$ cat src/rtl/light_show_ctrl_if.sv
// Handshake bundle between the show sequencer and its driver/observer.
// The pause signal exists only when LSC_PAUSE_EN is defined.
interface light_show_ctrl_if;
    logic start;
    logic abort;
    logic button;
`ifdef LSC_PAUSE_EN
    logic pause;
`endif
    logic step;
    logic sel;
    logic conv_en;
    logic busy;
    logic done;

    modport master (
`ifdef LSC_PAUSE_EN
        output pause,
`endif
        output start, abort, button,
        input  step, sel, conv_en, busy, done
    );

    modport slave (
`ifdef LSC_PAUSE_EN
        input  pause,
`endif
        input  start, abort, button,
        output step, sel, conv_en, busy, done
    );
endinterface

$ cat src/rtl/light_show_ctrl.sv
// Light-show sequencer: white phase, then N_STEPS timed colour strobes, then a done pulse.
// Optional timer freeze via the pause input when LSC_PAUSE_EN is defined.
module light_show_ctrl #(
    parameter int unsigned WHITE_CYCLES = 4,
    parameter int unsigned HOLD_CYCLES  = 8,
    parameter int unsigned N_STEPS      = 6
) (
    input  logic              clk,
    input  logic              rst,
    light_show_ctrl_if.slave  bus
);

    localparam int unsigned TW = $clog2(HOLD_CYCLES);
    localparam int unsigned CW = $clog2(N_STEPS + 1);
    localparam int unsigned WW = (WHITE_CYCLES > 1) ? $clog2(WHITE_CYCLES) : 1;

    localparam logic [1:0] S_IDLE  = 2'd0;
    localparam logic [1:0] S_WHITE = 2'd1;
    localparam logic [1:0] S_CYCLE = 2'd2;
    localparam logic [1:0] S_DONE  = 2'd3;

    localparam logic [TW-1:0] T_LAST = TW'(HOLD_CYCLES - 1);
    localparam logic [CW-1:0] C_LAST = CW'(N_STEPS - 1);
    localparam logic [WW-1:0] W_LAST = WW'(WHITE_CYCLES - 1);

    logic [1:0]    state_q, state_d;
    logic [TW-1:0] timer_q, timer_d;
    logic [CW-1:0] cnt_q,   cnt_d;
    logic [WW-1:0] wcnt_q,  wcnt_d;
    logic          btn_q,   btn_d;
    logic          step_q,  step_d;
    logic          sel_q,   sel_d;
    logic          conv_q,  conv_d;
    logic          busy_q,  busy_d;
    logic          done_q,  done_d;
    logic          frozen;

    always_comb begin
        frozen = 1'b0;
`ifdef LSC_PAUSE_EN
        frozen = bus.pause && ((state_q == S_WHITE) || (state_q == S_CYCLE));
`endif
    end

    always_comb begin
        state_d = state_q;
        timer_d = timer_q;
        cnt_d   = cnt_q;
        wcnt_d  = wcnt_q;
        btn_d   = bus.button;
        step_d  = 1'b0;

        case (state_q)
            S_IDLE: begin
                timer_d = '0;
                cnt_d   = '0;
                wcnt_d  = '0;
                if (bus.button && !btn_q) begin
                    step_d = 1'b1;
                end
                if (bus.start && !bus.abort) begin
                    state_d = S_WHITE;
                end
            end
            S_WHITE: begin
                if (bus.abort) begin
                    state_d = S_IDLE;
                    wcnt_d  = '0;
                end else if (!frozen) begin
                    if (wcnt_q == W_LAST) begin
                        state_d = S_CYCLE;
                        wcnt_d  = '0;
                        timer_d = '0;
                    end else begin
                        wcnt_d = wcnt_q + 1'b1;
                    end
                end
            end
            S_CYCLE: begin
                if (bus.abort) begin
                    state_d = S_IDLE;
                    timer_d = '0;
                    cnt_d   = '0;
                end else if (!frozen) begin
                    if (timer_q == T_LAST) begin
                        timer_d = '0;
                        if (cnt_q == C_LAST) begin
                            state_d = S_DONE;
                            cnt_d   = '0;
                        end else begin
                            cnt_d = cnt_q + 1'b1;
                        end
                    end else begin
                        timer_d = timer_q + 1'b1;
                    end
                end
            end
            default: begin
                state_d = S_IDLE;
                timer_d = '0;
                cnt_d   = '0;
                wcnt_d  = '0;
            end
        endcase

        // Strobe is registered from next state so it lands in the cycle the timer sits at its last count.
        if ((state_d == S_CYCLE) && !frozen && (timer_d == T_LAST)) begin
            step_d = 1'b1;
        end

        sel_d  = (state_d == S_CYCLE);
        conv_d = (state_d == S_CYCLE);
        busy_d = (state_d == S_WHITE) || (state_d == S_CYCLE);
        done_d = (state_d == S_DONE);
    end

    always_ff @(posedge clk) begin
        if (rst) begin
            state_q <= S_IDLE;
            timer_q <= '0;
            cnt_q   <= '0;
            wcnt_q  <= '0;
            btn_q   <= 1'b0;
            step_q  <= 1'b0;
            sel_q   <= 1'b0;
            conv_q  <= 1'b0;
            busy_q  <= 1'b0;
            done_q  <= 1'b0;
        end else begin
            state_q <= state_d;
            timer_q <= timer_d;
            cnt_q   <= cnt_d;
            wcnt_q  <= wcnt_d;
            btn_q   <= btn_d;
            step_q  <= step_d;
            sel_q   <= sel_d;
            conv_q  <= conv_d;
            busy_q  <= busy_d;
            done_q  <= done_d;
        end
    end

    assign bus.step    = step_q;
    assign bus.sel     = sel_q;
    assign bus.conv_en = conv_q;
    assign bus.busy    = busy_q;
    assign bus.done    = done_q;

endmodule
$ cat src/flat_wrapper.sv
// flat-port wrapper written by rule: the top's interface ports become plain ports
module light_show_ctrl_flat 
#(
    parameter int unsigned WHITE_CYCLES = 4,
    parameter int unsigned HOLD_CYCLES  = 8,
    parameter int unsigned N_STEPS      = 6
)
  (clk, rst, bus_start, bus_abort, bus_button, bus_step, bus_sel, bus_conv_en, bus_busy, bus_done);
  light_show_ctrl_if bus_i ();
  input  logic clk;
  input  logic rst;
  input wire logic [$bits(bus_i.start)-1:0] bus_start;
  input wire logic [$bits(bus_i.abort)-1:0] bus_abort;
  input wire logic [$bits(bus_i.button)-1:0] bus_button;
  output wire logic [$bits(bus_i.step)-1:0] bus_step;
  output wire logic [$bits(bus_i.sel)-1:0] bus_sel;
  output wire logic [$bits(bus_i.conv_en)-1:0] bus_conv_en;
  output wire logic [$bits(bus_i.busy)-1:0] bus_busy;
  output wire logic [$bits(bus_i.done)-1:0] bus_done;
  assign bus_i.start = bus_start;
  assign bus_i.abort = bus_abort;
  assign bus_i.button = bus_button;
  assign bus_step = bus_i.step;
  assign bus_sel = bus_i.sel;
  assign bus_conv_en = bus_i.conv_en;
  assign bus_busy = bus_i.busy;
  assign bus_done = bus_i.done;
  light_show_ctrl #(.WHITE_CYCLES(WHITE_CYCLES), .HOLD_CYCLES(HOLD_CYCLES), .N_STEPS(N_STEPS)) u_core (.clk(clk), .rst(rst), .bus(bus_i));
endmodule
$ cat config.mk
export PLATFORM = sky130hd
export DESIGN_NAME = light_show_ctrl_flat
export DESIGN_NICKNAME = d
export VERILOG_FILES = /design/src/rtl/light_show_ctrl_if.sv /design/src/rtl/light_show_ctrl.sv /design/src/flat_wrapper.sv
export SDC_FILE = /design/constraint.sdc
export NUM_CORES = 1
export LEC_CHECK = 0
export ABC_AREA = 1
export BUFFER_PORTS_ARGS = -buffer_cell sky130_fd_sc_hd__buf_2
export CAP_MARGIN = 20
export CORE_MARGIN = 4
export CORE_UTILIZATION = 49
export CTS_BUF_LIST = sky130_fd_sc_hd__clkbuf_4 sky130_fd_sc_hd__clkbuf_8 sky130_fd_sc_hd__clkbuf_16
export CTS_CLUSTER_DIAMETER = 50
export DETAILED_ROUTE_END_ITERATION = 10
export MAX_ROUTING_LAYER = met4
export PLACE_DENSITY = 0.72
export SKIP_CTS_REPAIR_TIMING = 1
export SYNTH_ARGS = -nofsm -noshare
export SYNTH_HDL_FRONTEND = slang
export SYNTH_SLANG_ARGS = --single-unit
$ cat constraint.sdc
create_clock -name clk -period 1.65 [get_ports clk]
set_clock_uncertainty 0.05 [all_clocks]
set_input_delay 0.33 -clock clk [delete_from_list [all_inputs] [get_ports clk]]
set_output_delay 0.33 -clock clk [all_outputs]
set_load 0.02 [all_outputs]
==> Flow_metrics.wiki <==
{| class="wikitable"
! Metric !! Value
|-
| Tcrit/Tclk final || 108%
|-
| Met1 track demand over resource in global routing || between 15 and 20%
|-
| Yosys warns || 0
|-
| TritonCTS clock tree || yes
|-
| Number of antenna cells inserted || 0
|-
| Number of antenna violations at the first check in global routing || 0
|-
| Filler-free cell count of the finished design || about 160
|-
| Leakage dissipation || 0.584 nW
|-
| Post-layout min period || ~1.8 ns
|-
| Area of placed instances || 971 µm²
|-
| Net count reported at finish || between 150 and 200
|-
| Most frequent cell after synthesis || nand2_1
|-
| Port buffer count || 9
|-
| Type of element capturing the critical path || flop
|-
| Data arrival time of the critical path || 1.98 ns
|-
| Max-Cap Viols || 0
|-
| Horizontal die dimension || slightly below 50 µm
|-
| Max Root-Sink Buffers || 2
|-
| Post-route DRC || 0
|-
| Routability congestion estimate from global placement || 0.790
|-
| Flop and latch count out of synthesis || 15
|-
| Transition time at the pin with the least slew margin || about 0.28 ns
|-
| Global routing met2 resource utilization || about a quarter
|-
| Net Count, Synth || between 100 and 150
|-
| Final hold violations || 0
|-
| DP Cell Count || ~150
|-
| Core Rows || 14
|-
| Worst IR drop on VDD || about 480 µV
|-
| Maximum fanout along the worst path || 4
|-
| Htree depth || 1
|-
| Global route overflow || 0
|-
| Maximum number of pins on one net before global-route repair || 14
|-
| Initial detailed-routing violation count || 23
|-
| Drt first pass iters || 4
|-
| Synthesized area || between 800 and 900 µm²
|-
| Vias || roughly 820
|-
| Required time of the critical path || around 1.9 ns
|-
| Result of the run || complete, but fails checks
|-
| Setup Viol. Count Final || 2
|-
| Final WS setup || -0.132 ns
|-
| Global-route wire length before repair || approximately 2900 µm
|-
| Top flip-flop cell by instance count after synthesis || dfxtp_1
|-
| HPWL after detailed placement || 1350 µm
|-
| Commonest cells post-synth || 29 x nand2_1, 18 x nor2_1, 15 x dfxtp_1, 13 x inv_1
|-
| Proportion of netlist area held by the largest area contributor || 36.8%
|-
| Clk sinks || 15
|-
| Post-detailed-route via-to-cell ratio || about 5
|-
| Mean instance size in the synthesized netlist || a little over 7 µm²
|-
| Via count of the first global-routing pass || roughly 700
|-
| Cell type contributing the most total cell area after synthesis || dfxtp_1
|-
| Wirelength, routed || 2060 µm
|-
| Sequential-to-total area share from yosys stat || a little under two fifths
|-
| CP startpoint kind || flop
|-
| Clock transition at the register clock pins on the worst setup and hold paths after CTS || about 0.090 ns
|-
| Number of buffers added by the clock tree synthesis step || 3
|-
| Share of synthesized flip-flops with an asynchronous set or reset || 0%
|-
| Total routing usage reported by global routing || about 16%
|-
| Design Area, Final || roughly 1200 µm²
|-
| Clock root buffer || clkbuf_4
|-
| Max-slew violations || 0
|-
| Most used routing layer in global routing || met2
|-
| Unrepaired setup endpoints after global routing || yes
|-
| Max-Slew Margin vs Limit || 81.2%
|-
| Count of cell types in the netlist || 19
|-
| Achievable clock frequency || 561 MHz
|-
| Die Y-Extent || approximately 49 µm
|-
| Gate Count Post-Synth || around 120
|-
| Violations in the final reports || setup timing
|-
| Number of enable-type register cells in the synthesized netlist || 0
|-
| Placeable core region || around 1500 µm²
|-
| Skew-Pair Late Insertion Delay || 0.29 ns
|-
| Top Ports || 10
|-
| Routing usage on met3 || 3.67%
|-
| Power per unit of standard cell area || ~620 nW/µm²
|-
| Fraction of layout cells with a size suffix above 1 || between 40 and 50%
|-
| Antenna Violating Nets Remaining || 0
|-
| Type of the most critical hold path || in -> reg
|-
| Worst Setup Path Type || reg -> reg
|-
| Total die area || roughly 2400 µm²
|-
| Biggest area contributors in the synthesized netlist || dfxtp_1 37%, ha_1 14%, nand2_1 13%
|-
| Layout-stage area growth over the synthesis result || 44.4%
|-
| Initial cell density of the core || between 50% and 60%
|-
| Routed wire per std cell || between 10 and 15 µm
|}
==> report_power, final <==
part | leakage (nW) | internal, mW | switching [mW] | total [mW]
clock network | 0.0184 | 0.111 | 0.122 | 0.233
logic | 0.441 | 0.0535 | 0.0682 | 0.122
registers | 0.124 | 0.369 | 0.00594 | 0.375
==> sequential cells by signal, indices dropped and copies added, names as in the netlist <==
signal           count
u_core.state_q       2
u_core.bus.busy      1
u_core.btn_q         1
u_core.bus.sel       1
u_core.cnt_q         3
u_core.bus.step      1
u_core.bus.done      1
u_core.wcnt_q        2
u_core.timer_q       3
==> critical path: stages, from the launching register on <==
cell and delay, ns:
dfxtp_4 0.38, clkinv_4 0.06, ha_4 0.14, inv_4 0.04
nor2_4 0.14, nor2_2 0.06, a21oi_2 0.15, nand2_2 0.09
inv_2 0.09, ha_4 0.13, inv_2 0.04, nor2_4 0.10
nand2_1 0.05, nor2_1 0.09, nand2_1 0.05, nand2_1 0.05
==> per-layer routing <==
layer / part of all wire (%) / wire [µm] / up-vias
met5: 0 / 0 / -
met4: 3.0 / 62 / 0
met1: 41 / 847 / 374
met3: 3.2 / 65 / 7
li1: - / - / 418
met2: 53 / 1080 / 17
==> area by class of cell <==
class / instances / area, µm²
sequential: 15 / 310
inverter: 17 / 73.8
multi-input combinational: 81 / 558
timing repair buffer: 28 / 188
clock buffer: 4 / 30.0
fill: 98 / 362
tap: 16 / 20.0
==> logic make-up after synthesis <==
group,Yosys count,synth area share (%)
buffers and inverters,19,9.19
AND/OR/NAND/NOR,66,36.1
adder cells (fa/ha/maj),9,13.8
AO/OA/AOI/OAI,6,4.13
flip-flops,15,36.8
==> cells in the final DEF, fill, tap and decap left out, drive strengths merged <==
cell and n:
clkinv 1, buf 28, ha 9, nor3 1, dfxtp 15, nand4 1, a21oi 4, nand3b 2
nor2 21, clkbuf 4, inv 16, nand3 9, nand2 32, o21ai 2
==> final timing paths <==
path / startpoint / end / slack (ns) / depth (start not counted)
worst min-delay path: bus_button / u_core.btn_q$_SDFF_PP0_ / 0.20 / 3
worst max-delay path: u_core.state_q[1]$_SDFF_PP0_ / u_core.bus.step$_SDFF_PP0_ / -0.13 / 15
worst max register to register: u_core.state_q[1]$_SDFF_PP0_ / u_core.bus.step$_SDFF_PP0_ / -0.13 / 15
worst min register to register: u_core.btn_q$_SDFF_PP0_ / u_core.bus.step$_SDFF_PP0_ / 0.43 / 2
==> per-stage QoR <==
stage	power (mW)	setup TNS [ns]	utilization, %	hold slack, ns	worst slack, ns
after CTS	0.706	-0.213	64.9	0.199	-0.171
after detailed placement	0.479	-0.164	63.0	0.427	-0.152
after floorplan	0.438	0	-	0.362	0.00621
after global placement	0.476	-0.0867	63.0	0.408	-0.0867
final	0.729	-0.206	76.5	0.199	-0.132
after global routing	0.769	-0.559	76.5	0.215	-0.310
Note: power is estimated with default switching activity, not from simulation.
